`config.mk`:
```
export PLATFORM = sky130hd
export DESIGN_NAME = uart_fifo_gen
export DESIGN_NICKNAME = d
export VERILOG_FILES = /design/src/rtl/uart_fifo_gen.sv
export SDC_FILE = /design/constraint.sdc
export NUM_CORES = 1
export LEC_CHECK = 0
export CORE_MARGIN = 8
export CORE_UTILIZATION = 55
export DETAILED_ROUTE_END_ITERATION = 7
export MAX_ROUTING_LAYER = met4
export PLACE_DENSITY_LB_ADDON = 0.08
export SYNTH_ARGS = -nofsm -noshare
export SYNTH_HDL_FRONTEND = slang
export SYNTH_SLANG_ARGS = --single-unit
```
`constraint.sdc`:
```
create_clock -name clk -period 8.05 [get_ports clk]
set_clock_uncertainty 0.1 [all_clocks]
set_input_delay 1.61 -clock clk [delete_from_list [all_inputs] [get_ports clk]]
set_output_delay 1.61 -clock clk [all_outputs]
set_load 0.01 [all_outputs]
```
`src/rtl/uart_fifo_gen.sv`:
```
// Parametrised UART FIFO with 16550 trigger levels, error-tag accounting,
// character-timeout detection and a single-entry 16450 mode.
module uart_fifo_gen #(
    parameter int DATA_W = 8,
    parameter int DEPTH  = 16,
    parameter int TO_W   = 10
) (
    input  logic                       clk,
    input  logic                       rst,
    input  logic                       en,
    input  logic                       clr,
    input  logic                       push,
    input  logic [DATA_W-1:0]          din,
    input  logic [2:0]                 err_in,
    input  logic                       pop,
    output logic [DATA_W-1:0]          dout,
    output logic [2:0]                 err_out,
    output logic [$clog2(DEPTH):0]     count,
    output logic                       empty,
    output logic                       full,
    output logic                       overrun,
    output logic                       underrun,
    input  logic [1:0]                 trig_level,
    output logic                       thre_trigger,
    output logic                       err_in_fifo,
    input  logic                       baud_pulse,
    input  logic [TO_W-1:0]            to_char_cycles,
    output logic                       timeout
);
    localparam int AW = $clog2(DEPTH);
    localparam int CW = AW + 1;

    logic [DATA_W+2:0] mem_q [DEPTH];
    logic [AW-1:0]     rd_ptr_q, rd_ptr_d, wr_ptr_q, wr_ptr_d, waddr;
    logic [CW-1:0]     count_q, count_d, err_cnt_q, err_cnt_d, cap, lvl;
    logic [TO_W-1:0]   timer_q, timer_d;
    logic              en_q, overrun_q, underrun_q;
    logic              flush, do_push, do_pop, err_inc, err_dec;
    logic [DATA_W+2:0] head;

    assign cap   = en ? CW'(DEPTH) : CW'(1);
    assign empty = (count_q == '0);
    assign full  = (count_q == cap);
    assign flush = clr || (en != en_q);

    // A push into a full FIFO is still taken when a pop frees the head slot.
    assign do_push = !flush && push && (!full || (pop && !empty));
    assign do_pop  = !flush && pop && !empty;

    // 16450 mode keeps both pointers parked so the single entry lives at rd_ptr.
    assign waddr = en ? wr_ptr_q : rd_ptr_q;

    assign head    = mem_q[rd_ptr_q];
    assign dout    = empty ? '0 : head[DATA_W-1:0];
    assign err_out = empty ? '0 : head[DATA_W+2:DATA_W];
    assign err_inc = do_push && (err_in != 3'b000);
    assign err_dec = do_pop && (err_out != 3'b000);

    always_comb begin
        rd_ptr_d  = rd_ptr_q;
        wr_ptr_d  = wr_ptr_q;
        count_d   = count_q;
        err_cnt_d = err_cnt_q;
        if (flush) begin
            rd_ptr_d  = '0;
            wr_ptr_d  = '0;
            count_d   = '0;
            err_cnt_d = '0;
        end else begin
            if (do_push && en) wr_ptr_d = wr_ptr_q + AW'(1);
            if (do_pop && en)  rd_ptr_d = rd_ptr_q + AW'(1);
            case ({do_push, do_pop})
                2'b10:   count_d = count_q + CW'(1);
                2'b01:   count_d = count_q - CW'(1);
                default: count_d = count_q;
            endcase
            case ({err_inc, err_dec})
                2'b10:   err_cnt_d = err_cnt_q + CW'(1);
                2'b01:   err_cnt_d = err_cnt_q - CW'(1);
                default: err_cnt_d = err_cnt_q;
            endcase
        end
    end

    // Timer saturates at the compare value, so timeout holds until activity.
    always_comb begin
        timer_d = timer_q;
        if (flush || do_push || pop || empty)
            timer_d = '0;
        else if (baud_pulse && (timer_q != to_char_cycles))
            timer_d = timer_q + TO_W'(1);
    end

    always_ff @(posedge clk or negedge rst) begin
        if (!rst) begin
            rd_ptr_q   <= '0;
            wr_ptr_q   <= '0;
            count_q    <= '0;
            err_cnt_q  <= '0;
            timer_q    <= '0;
            en_q       <= 1'b0;
            overrun_q  <= 1'b0;
            underrun_q <= 1'b0;
        end else begin
            rd_ptr_q   <= rd_ptr_d;
            wr_ptr_q   <= wr_ptr_d;
            count_q    <= count_d;
            err_cnt_q  <= err_cnt_d;
            timer_q    <= timer_d;
            en_q       <= en;
            overrun_q  <= !flush && push && full && !pop;
            underrun_q <= !flush && pop && empty;
        end
    end

    always_ff @(posedge clk) begin
        if (do_push) mem_q[waddr] <= {err_in, din};
    end

    always_comb begin
        lvl = CW'(1);
        case (trig_level)
            2'b00: lvl = CW'(1);
            2'b01: lvl = CW'(DEPTH / 4);
            2'b10: lvl = CW'(DEPTH / 2);
            2'b11: lvl = CW'(DEPTH - 2);
        endcase
    end

    assign count        = count_q;
    assign overrun      = overrun_q;
    assign underrun     = underrun_q;
    assign thre_trigger = (count_q >= lvl);
    assign err_in_fifo  = (err_cnt_q != '0);
    assign timeout      = !empty && (to_char_cycles != '0) && (timer_q == to_char_cycles);
endmodule

```
Word-level counts from Yosys, hierarchy flattened. Memories as Yosys holds them, arrays and structs flattened. Cells that the tools add are included.

Bits in registers: 31. Latch bits: 0. Memory bits (writable): 176. Bits in read-only memories: 0. Bits of input ports: 30. Output and inout bits: 23. Memories: 1.

Add/subtract/negate cells: 7. $mul: 0. Divide/modulo/power cells: 0. Magnitude comparators: 1. Eq/ne operators: 11. Shifts and indexed selects: 0. Mux-type cells: 17. Bitwise operators: 0. Reduce and logical (&&, ||, !) cells: 35.

Memories: mem_q (words 16, width 11, rd ports 1, clocked after memory_dff 0, wr ports 1, line 33) `logic [DATA_W+2:0] mem_q [DEPTH];`.

Operator list (count): two-way mux 10 bit (2); two-way mux 4 bit (5); one-hot mux 5 bit (2 select lines) (2); one-hot mux 5 bit (4 select lines) (1); logical AND 1 bit (15); two-way mux 5 bit (3); nonzero test 3 bit (4); adder 10 x 1 -> 10 bit, second input constant (1); adder 5 x 1 -> 5 bit, second input constant (2); == test 10 bit (1); != test 10 bit (1); nonzero test 10 bit (1); subtractor 5 x 1 -> 5 bit, second input constant (2); adder 4 x 1 -> 4 bit, second input constant (2); == test 2 bit, second input constant (4); two-way mux 8 bit (1); == test 2 x 1 -> 1 bit, second input constant (3); nonzero test 2 bit (3); == test 5 bit (1); >= comparator 5 bit (1); zero test 5 bit (1); logical OR 1 bit (5); nonzero test 5 bit (1); zero test 1 bit (4); other kinds (4) (5).

Logic depth before layout (Yosys ltp). Gate-level depths: netlist of the first run.

Depth in word-level cells: 9. Depth in mapped cells: 15.

Worst setup path before layout of the first run. Ideal clock, no wire load.

Kind: input to register. Start point: input port en. End point: register count_q[4] (netlist: count[4]). Library setup time: 0.120 ns. Data arrival time: 4.215 ns. Required time: 7.830 ns. Setup slack: 3.614 ns. Stages: 14. Path through: buf_2 -> or3b_1 -> a211oi_2 -> nor3b_2 -> clkbuf_1 -> nand2b_1 -> inv_1 -> ha_1 -> nor2b_1 -> o21ai_0 -> nand2b_1 -> and3_1 -> or3_1 -> o211a_1.

Cells in the longest elaborated chain, start to end: 8. Elaborated cells on any way between the ends: 16.

RTL lines: from (decl) (line 10) `input logic en,`; two-way mux 5 bit or != test 1 bit (tied branches) (line 41, 44); == test 5 bit or logical OR 1 bit (tied branches) (line 43, 44); zero test 1 bit (on tied branches) (line 47, 48); logical OR 1 bit (tied with other cells) (line 47) `assign do_push = !flush && push && (!full || (pop && !empty));`; logical AND 1 bit (on tied branches) (line 47, 48); == test 2 x 1 -> 1 bit or == test 2 bit (tied branches) (line 72) `case ({do_push, do_pop})`; one-hot mux 5 bit (2 select lines) (line 72); two-way mux 5 bit (line 64) `if (flush) begin`; to (signal assigned) (line 107) `count_q <= count_d;`; to (decl) (line 35) `logic [CW-1:0] count_q, count_d, err_cnt_q, err_cnt_d, cap, lvl;`.

Parallel ways exist; a longest one is shown, timed or not. A chain may end at the register's enable or synchronous reset.

Worst setup path after layout of the first run.
Start point: input port en. End point: register err_cnt_q[4].

Cells in the longest elaborated chain, start to end: 9. Elaborated cells on any way between the ends: 18.

RTL lines: two-way mux 5 bit or != test 1 bit (tied branches) (line 41, 44); == test 5 bit or logical OR 1 bit (tied branches) (line 43, 44); zero test 1 bit (on tied branches) (line 47, 48); logical OR 1 bit (tied with other cells) (line 47); logical AND 1 bit (on tied branches) (line 47, 48); logical AND 1 bit (on tied branches) (line 56, 57); == test 2 x 1 -> 1 bit or == test 2 bit (tied branches) (line 77) `case ({err_inc, err_dec})`; one-hot mux 5 bit (2 select lines) (line 77); two-way mux 5 bit (line 64); to (signal assigned) (line 108) `err_cnt_q <= err_cnt_d;`; to (decl) (line 35).

Parallel ways exist; a longest one is shown, timed or not.

==> results of run 1 <==
-- layout make-up --
type                            count  area, um^2  share of cell area, %
Sequential cell                   207        6060                   57.8
Multi-Input combinational cell    290        2760                   26.4
Timing Repair Buffer               71         663                   6.32
Clock buffer                       28         594                   5.67
Tap cell                          216         270                   2.58
Clock inverter                     11        81.3                  0.776
Inverter                           13        48.8                  0.465
-- power breakdown --
group	internal, mW	total, mW	switching (mW)
sequential	1.17	1.17	0.00426
combinational	0.0435	0.0959	0.0523
clock	0.553	0.946	0.393
-- worst reg2reg max path, stage by stage (launching register included) --
cell and delay [ns]:
dfrtp_2 0.99, buf_4 0.56, mux4_1 0.62, a22oi_1 0.18, and3_1 0.30, a31oi_4 0.15, or2b_1 0.21, inv_1 0.08
ha_1 0.32, nor2b_1 0.13, o21ai_0 0.07, nand2b_1 0.11, nand2_1 0.08, or4_1 0.42, nand3_1 0.09
-- worst min path at each step --
stage,slack [ns],from,endpoint
floorplan,0.37,err_cnt_q[0],err_cnt_q[0]
global placement,0.41,err_cnt_q[0],err_cnt_q[0]
detailed placement,0.41,err_cnt_q[0],err_cnt_q[0]
CTS,0.42,err_cnt_q[0],err_cnt_q[0]
global route,0.44,err_cnt_q[0],err_cnt_q[0]
finish,0.42,err_cnt_q[0],err_cnt_q[0]
-- cell families after synthesis --
| logic type | Yosys count |
|---|---|
| fa+ha+maj | 15 |
| simple gates | 151 |
| compound gates | 32 |
| mux | 62 |
| buf+inv | 37 |
| flops | 207 |
| xor+xnor | 30 |
-- registers in the layout (all words and copies together) (netlist names) --
| signal | cells |
|---|---|
| wr_ptr_q | 4 |
| en_q | 1 |
| err_cnt_q | 5 |
| timer_q | 10 |
| mem_q | 176 |
| rd_ptr_q | 4 |
| count | 5 |
| underrun | 1 |
| overrun | 1 |
-- metal layers --
metal	vias to the layer above	global-route usage [%]	routed length [um]
met5	-	-	0
met4	0	4.59	289
met3	28	2.74	1060
met2	137	32.0	9350
met1	2494	25.0	7950
li1	2222	-	-
-- layout by cell type (no fill, tap or decap), types with 9 or more instances in the layout --
cell type | netlist | final
mux4_2 | 48 | 48
o21ai_0 | 9 | 9
nor2_1 | 47 | 47
mux2i_1 | 9 | 9
and2_1 | 11 | 11
and3_1 | 10 | 10
xor2_1 | 22 | 22
inv_1 | 13 | 13
edfxtp_1 | 176 | 176
nand2_1 | 25 | 25
buf_4 | 1 | 19
ha_1 | 13 | 13
clkdlybuf4s50_1 | 0 | 52
nand3_1 | 16 | 16
clkbuf_16 | 0 | 23
dfrtp_1 | 31 | 29
==> results.md, run 1 <==
- GP Congestion: 0.828
- Initial antenna violation count: 0
- Worst vdd ir: 183 uV
- RR Endpoint: err_cnt_q[4]
- IO Pins: 53
- Antenna-violating nets left: 0
- Share of the synthesized area in the top cell type: 58.7%
- Largest family of logic cells by synthesized area: multiplexers
- Simple-gate share of the synthesized area: 8.51%
- Sequential fraction of the synthesis area: 67.3%
- CP Capture Type: flip-flop
- Warnings, synthesis: 0
- Adder-cell share of the synthesized area: 2.25%
- Fin Hold WS: 0.423 ns
- WS Path Type: primary input to flip-flop
- Die X: 144 um
- R2R cell count: 14
- Synth area leaders: edfxtp_1 (59%), mux4_2 (12%), dfrtp_1 (8.6%)
- Starting Density: 56.5%
- Hold Crit Class: flip-flop to flip-flop
- Overall Power: 2.22 mW
- Worst path cell trace: clkdlybuf4s50_1, xnor2_1, nor2b_1, nand3_1, a31oi_4, or2b_1, fa_1, nor2b_1, o21ai_0, nand2b_1, nand2_1, or4_1, nand3_1
- First-pass GRT wire length: 29.0 mm
- Dpl ws: 2.05 ns
- Setup TNS: 0 ns
- CP Buf/Inv Count: 1
- H-Tree Depth: 1
- Status: finished clean
- Vias: 4881
- Post-synth EDFFs: 176
- # placed instances: 797
- Layout Utilization: 65.8%
- Worst Tran Pin Value: 1.07 ns
- Layout cell share with drive strength beyond 1: 17.3%
- Post-Syn Instances: 534
- Via density: 5.84
- Syn Area/Cell: 16.9 um^2
- Syn nets: 579
- Leakage power: 3.62 nW
- Synth top cells by count: edfxtp_1 (176), mux4_2 (48), nor2_1 (47)
- Antenna Cells: 0
- Synthesis-to-layout area growth: 16.4%
- Clock latency on the worst-skew pair: 0.50 ns
- Worst reg2reg startpoint: rd_ptr_q[0]
- RSZ-0062 raised after global routing: no
- Synth async-reset ratio: 15.0%
- Distinct cells, synth: 51
- Nets@finish: 650
- Final WS setup: 2.50 ns
- CP max stage delay: 0.88 ns
- Number of DRC markers in iteration 0: 405
- DR pass1 iterations: 5
- Endpoints failing hold: 0
- CP Max Fanout: 27
- Cts repair resizes: 0
- Die height: 144 um
- Top-count cell post-synth: edfxtp_1
- Bufs on Longest Clock Path: 3
- Post-synthesis register bit count: 207
- Cell Count, Final, Fillers Out: 836
- Slew headroom: 28.8%
- Post-Synth XOR/XNOR Area: 3.08%
- Worst hold stages: 1
- Fmax: 180 MHz
- Postcts setup bufs: 0
- Most used DFF post-synth: edfxtp_1
- Post-synthesis mux area share: 14.3%
- Final slew viol count: 0
- Mapped cell area: 0.00901 mm^2
- Buffers on Ports: 52
- P per Cell Area: 211 mW/mm^2
- All-Layer GR Usage: 19.3%
- Detailed placement HPWL: 11.7 mm
- Gr ovfl total: 0
- Crit. Startpoint: en
- Minimum clock period: 5.55 ns
- Root Driver: clkbuf_16
- Delay-heaviest family, CP: simple AND/OR/NAND/NOR gates
- Largest net degree at the start of global routing: 32
- Setup crit start kind: primary input
- CTS tree: built
- Reg-to-reg slack, setup: 3.55 ns
- Drt drc: 0
- Final Setup Violations: 0
- FILL cells: 1108
- Max-Cap Viols: 0
- FP Rows: 46
- Core footprint: 0.0159 mm^2
- Clock-pin slew on the worst setup and hold paths: 0.06 ns
- Sink Count: 207
- Num CTS Buffers: 22
- Placed cell area: 0.00981 mm^2
- CP arrival: 5.88 ns
- WP depth: 13
- Yosys top cell by area: edfxtp_1
- Critical Path Sink: err_cnt_q[4]
- WP data required: 8.38 ns
- Vias in the first global route: 5014
- Slowest-stage cell, CP: clkdlybuf4s50_1
- Die footprint: 0.0207 mm^2
- Synth Area in Compound Gates: 2.50%
- # hold bufs at CTS: 0
- Final Cycle Share: 69.0%
- Final wirelength: 18.6 mm
- Finished Cell Area: 0.0105 mm^2
- Drt wl/cell: 22.3 um
(Power assumes the default switching activity.)
==> inputs of run 2 (changes only) <==
==> constraint.sdc (replaced) <==
create_clock -name clk -period 5.41 [get_ports clk]
set_clock_uncertainty 0.1 [all_clocks]
set_input_delay 1.082 -clock clk [delete_from_list [all_inputs] [get_ports clk]]
set_output_delay 1.082 -clock clk [all_outputs]
set_load 0.01 [all_outputs]
==> run 2 against run 1 <==
  * Count of clock-buffer cells in the layout decreased by 3
  * First-iteration DRC count decreased by 8.1%
  * Sequential cell count unchanged
  * Register-to-register slack got worse by 2.3 ns
  * Clock power increased by 63%
  * Global-route usage decreased by 0.18 points
  * Final cell count increased by 1.4%
  * Critical endpoint is now dout[0]
  * Largest power group unchanged
==> results.md, run 2 (synthesis gave the netlist of run 1 again) <==
- Vias: 4856
- Buffers on Ports: 52
- Initial antenna violation count: 0
- Antenna-violating nets left: 0
- Root Driver: clkbuf_16
- Drt wl/cell: 21.8 um
- Nets@finish: 661
- Max reg flops: 176
- All-Layer GR Usage: 19.1%
- RSZ-0062 raised after global routing: no
- Number of DRC markers in iteration 0: 372
- Bufs on Longest Clock Path: 3
- Most frequent cells in the layout: edfxtp_1 (176), clkdlybuf4s50_1 (52), mux4_2 (48), nor2_1 (47)
- Final WS setup: 0.803 ns
- Hold Crit Class: flip-flop to flip-flop
- Most common cell after layout, fill and taps aside: edfxtp_1
- H-Tree Depth: 1
- Clock-pin slew on the worst setup and hold paths: 0.05 ns
- Postcts setup bufs: 0
- FP Rows: 46
- Leakage power: 3.72 nW
- Placed cell area: 0.00990 mm^2
- Clock latency on the worst-skew pair: 0.52 ns
- Synthesis-to-layout area growth: 18.4%
- First-pass GRT wire length: 28.8 mm
- Drt drc: 0
- Worst vdd ir: 290 uV
- P per Cell Area: 322 mW/mm^2
- Status: finished clean
- Dpl ws: 0.699 ns
- Num CTS Buffers: 22
- CTS tree: built
- CP Max Fanout: 29
- Largest net degree at the start of global routing: 36
- Die height: 144 um
- CP most frequent cell: mux4_2
- Die footprint: 0.0207 mm^2
- Finished Cell Area: 0.0107 mm^2
- Slew headroom: 37.3%
- Max-Cap Viols: 0
- # hold bufs at CTS: 0
- Fmax: 217 MHz
- CP Capture Type: primary output
- Layout cell share with drive strength beyond 1: 19.6%
- Starting Density: 56.5%
- Final Setup Violations: 0
- Most flop-heavy register: mem_q
- Gr ovfl total: 0
- CP max stage delay: 0.90 ns
- Cts repair resizes: 0
- Final slew viol count: 0
- Delay-heaviest family, CP: multiplexers
- Via density: 5.73
- WS Path Type: flip-flop to primary output
- Final wirelength: 18.5 mm
- GP Congestion: 0.854
- Setup TNS: 0 ns
- Detailed placement HPWL: 12.2 mm
- CP Buf/Inv Count: 2
- Reg-to-reg slack, setup: 1.20 ns
- Endpoints failing hold: 0
- Slowest-stage cell, CP: dfrtp_2
- Minimum clock period: 4.61 ns
- Antenna Cells: 0
- CP arrival: 3.43 ns
- DR pass1 iterations: 4
- Core footprint: 0.0159 mm^2
- Die X: 144 um
- WP data required: 4.23 ns
- Final Cycle Share: 85.2%
- Worst path cell trace: buf_12, mux4_2, mux4_2, and2_1, clkdlybuf4s50_1
- Worst Tran Pin Value: 0.937 ns
- Biggest regs: mem_q (176), timer_q (10)
- Vias in the first global route: 5124
- Setup crit start kind: flip-flop
- IO Pins: 53
- Sink Count: 207
## run 2: layout make-up
cell class	instances	area, um^2
well taps	216	270
inverters	13	48.8
repair buffers	82	758
flip-flops and latches	207	6060
multi-input cells	290	2760
clock inverters	15	184
clock buffers	25	582
fillers	1097	5270
## run 2: worst register-to-register path: stages, from the launching register on
cell	delay (ns)
dfrtp_2	0.90
buf_12	0.33
mux4_1	0.62
a22oi_1	0.22
and3_1	0.30
a31oi_4	0.14
or2b_1	0.21
inv_1	0.08
ha_1	0.32
nor2b_1	0.13
o21ai_0	0.08
nand2b_1	0.12
nand2_1	0.08
or4_1	0.42
nand3_1	0.10
## run 2: final timing paths
kind	start	to	cells after the start
setup reg to reg	rd_ptr_q[0]	err_cnt_q[4]	14
setup / recovery	rd_ptr_q[0]	dout[0]	5
max in group asynchronous	rst	rd_ptr_q[0]	2
hold / removal	err_cnt_q[0]	err_cnt_q[0]	1
min in group asynchronous	rst	timer_q[2]	2
hold reg to reg	err_cnt_q[0]	err_cnt_q[0]	1
## run 2: power by group
group	switching (mW)	internal (mW)
clock	0.618	0.926
combinational	0.0792	0.0685
sequential	0.00587	1.74
## run 2: layer usage
metal  wire [um]  global-route usage, %  up-vias
met2        9130                   31.2      151
met3        1340                   4.15       29
met1        7600                   24.0     2439
li1            -                      -     2237
met5           0                      -        -
met4         381                   4.87        0
## run 2: per-stage QoR
step	total power [mW]	instances	util (%)	hold WS, ns
after floorplan	1.84	534	-	0.368
after global placement	1.92	808	62.1	0.394
after detailed placement	1.93	808	62.1	0.405
after CTS	3.47	848	66.9	0.410
after global routing	3.55	848	66.9	0.448
final	3.43	848	66.9	0.408
==> inputs of run 3 (changes only) <==
--- a/config.mk
+++ b/config.mk
@@ -5,11 +5,12 @@
 export SDC_FILE = /design/constraint.sdc
 export NUM_CORES = 1
 export LEC_CHECK = 0
+export CAP_MARGIN = 30
 export CORE_MARGIN = 8
 export CORE_UTILIZATION = 55
 export DETAILED_ROUTE_END_ITERATION = 7
 export MAX_ROUTING_LAYER = met4
-export PLACE_DENSITY_LB_ADDON = 0.08
+export PLACE_DENSITY = 0.8
 export SYNTH_ARGS = -nofsm -noshare
 export SYNTH_HDL_FRONTEND = slang
 export SYNTH_SLANG_ARGS = --single-unit
==> run 3 against run 2 <==
  * Setup slack worse by 0.039 ns
  * Highest routed layer unchanged
  * Die area stayed put
  * Sequential share of layout area is 0.61 points higher
  * Sequential cell count is the same
  * Wire length grew 2.8%
  * Worst hold slack got worse by 0.0056 ns
  * First-iteration DRC count up 17%
  * Critical endpoint is now dout[7]
  * Largest cell class unchanged
==> results.md, run 3 (synthesis gave the netlist of run 1 again) <==
- Drt drc: 0
- Root Driver: clkbuf_16
- Final Setup Violations: 0
- Worst hold stages: 1
- Initial antenna violation count: 0
- Fmax: 215 MHz
- Synthesis-to-layout area growth: 17.2%
- CP Max Fanout: 27
- Max-Cap Viols: 0
- Most common cell after layout, fill and taps aside: edfxtp_1
- Status: finished clean
- Detailed placement HPWL: 12.0 mm
- Gr ovfl total: 0
- Core footprint: 0.0159 mm^2
- P per Cell Area: 310 mW/mm^2
- Via density: 6.01
- All-Layer GR Usage: 19.6%
- RSZ-0062 raised after global routing: no
- CP Capture Type: primary output
- Antenna-violating nets left: 0
- Bufs on Longest Clock Path: 3
- Setup crit start kind: flip-flop
- Sink Count: 207
- Slew headroom: 34.3%
- Dpl ws: 0.966 ns
- Multi-input gate area: 0.00276 mm^2
- Vias: 5046
- Number of DRC markers in iteration 0: 435
- FILL cells: 1051
- Final wirelength: 19.0 mm
- Biggest regs: mem_q (176), timer_q (10)
- GP Congestion: 0.878
- Die footprint: 0.0207 mm^2
- Final slew viol count: 0
- # hold bufs at CTS: 0
- WP data required: 4.23 ns
- Starting Density: 56.5%
- Worst vdd ir: 260 uV
- Fin Hold WS: 0.402 ns
- R2R cell count: 14
- Nets@finish: 656
- Die X: 144 um
- Minimum clock period: 4.65 ns
- Finished Cell Area: 0.0106 mm^2
- DR pass1 iterations: 5
- Most frequent cells in the layout: edfxtp_1 (176), clkdlybuf4s50_1 (52), mux4_2 (48), nor2_1 (47), dfrtp_1 (30)
- Antenna Cells: 0
- Max reg flops: 176
- Leakage power: 3.65 nW
- Most flop-heavy register: mem_q
- Layout cell share with drive strength beyond 1: 17.7%
- Cts repair resizes: 0
- Final Cycle Share: 85.9%
- Endpoints failing hold: 0
- Hold Crit Class: flip-flop to flip-flop
- Setup TNS: 0 ns
- H-Tree Depth: 1
- CTS tree: built
- Num CTS Buffers: 21
- Clock latency on the worst-skew pair: 0.49 ns
- Final WS setup: 0.764 ns
- IO Pins: 53
- First-pass GRT wire length: 29.6 mm
- Worst Tran Pin Value: 0.982 ns
- FP Rows: 46
- Postcts setup bufs: 0
- Die height: 144 um
- Drt wl/cell: 22.6 um
- Largest net degree at the start of global routing: 32
- CP arrival: 3.46 ns
- WS Path Type: flip-flop to primary output
- Buffers on Ports: 52
- Seq. cell area: 0.00606 mm^2
- Clock-pin slew on the worst setup and hold paths: 0.06 ns
- Placed cell area: 0.00991 mm^2
- Vias in the first global route: 5379
run 3: worst paths after layout:
path / from / end / slack [ns]
setup / recovery: rd_ptr_q[0] / dout[7] / 0.76
min in group asynchronous: rst / timer_q[9] / 0.89
setup reg to reg: rd_ptr_q[0] / err_cnt_q[4] / 1.26
hold reg to reg: err_cnt_q[0] / err_cnt_q[0] / 0.40
hold / removal: err_cnt_q[0] / err_cnt_q[0] / 0.40
max in group asynchronous: rst / rd_ptr_q[0] / 4.01
run 3: through the flow:
step                      utilization, %  cells  total power, mW
final                               66.2    839             3.27
after global routing                66.2    839             3.37
after CTS                           66.2    839             3.29
after detailed placement            62.2    804             1.93
after global placement              61.9    802             1.92
after floorplan                        -    534             1.84
run 3: power by group:
| group | switching, mW | internal (mW) |
|---|---|---|
| registers | 0.00615 | 1.74 |
| clock network | 0.570 | 0.807 |
| logic | 0.0803 | 0.0674 |
run 3: area by class of cell:
cell class,instances,area share [%]
Sequential cell,207,57.4
Multi-Input combinational cell,290,26.2
Timing Repair Buffer,78,7.28
Clock buffer,26,5.16
Tap cell,216,2.56
Clock inverter,9,0.925
Inverter,13,0.462
run 3: routing by layer:
layer,vias to the layer above,track usage [%],share of wire [%]
li1,2225,-,-
met3,36,2.93,6.4
met5,-,-,0
met1,2612,23.9,40
met4,0,6.86,2.5
met2,173,33.0,51
run 3: critical path, stage by stage, from the launching register on:
cell and delay (ns):
dfrtp_2 0.91, buf_12 0.32, mux4_2 0.56, mux4_2 0.48, and2_1 0.19, clkdlybuf4s50_1 0.49
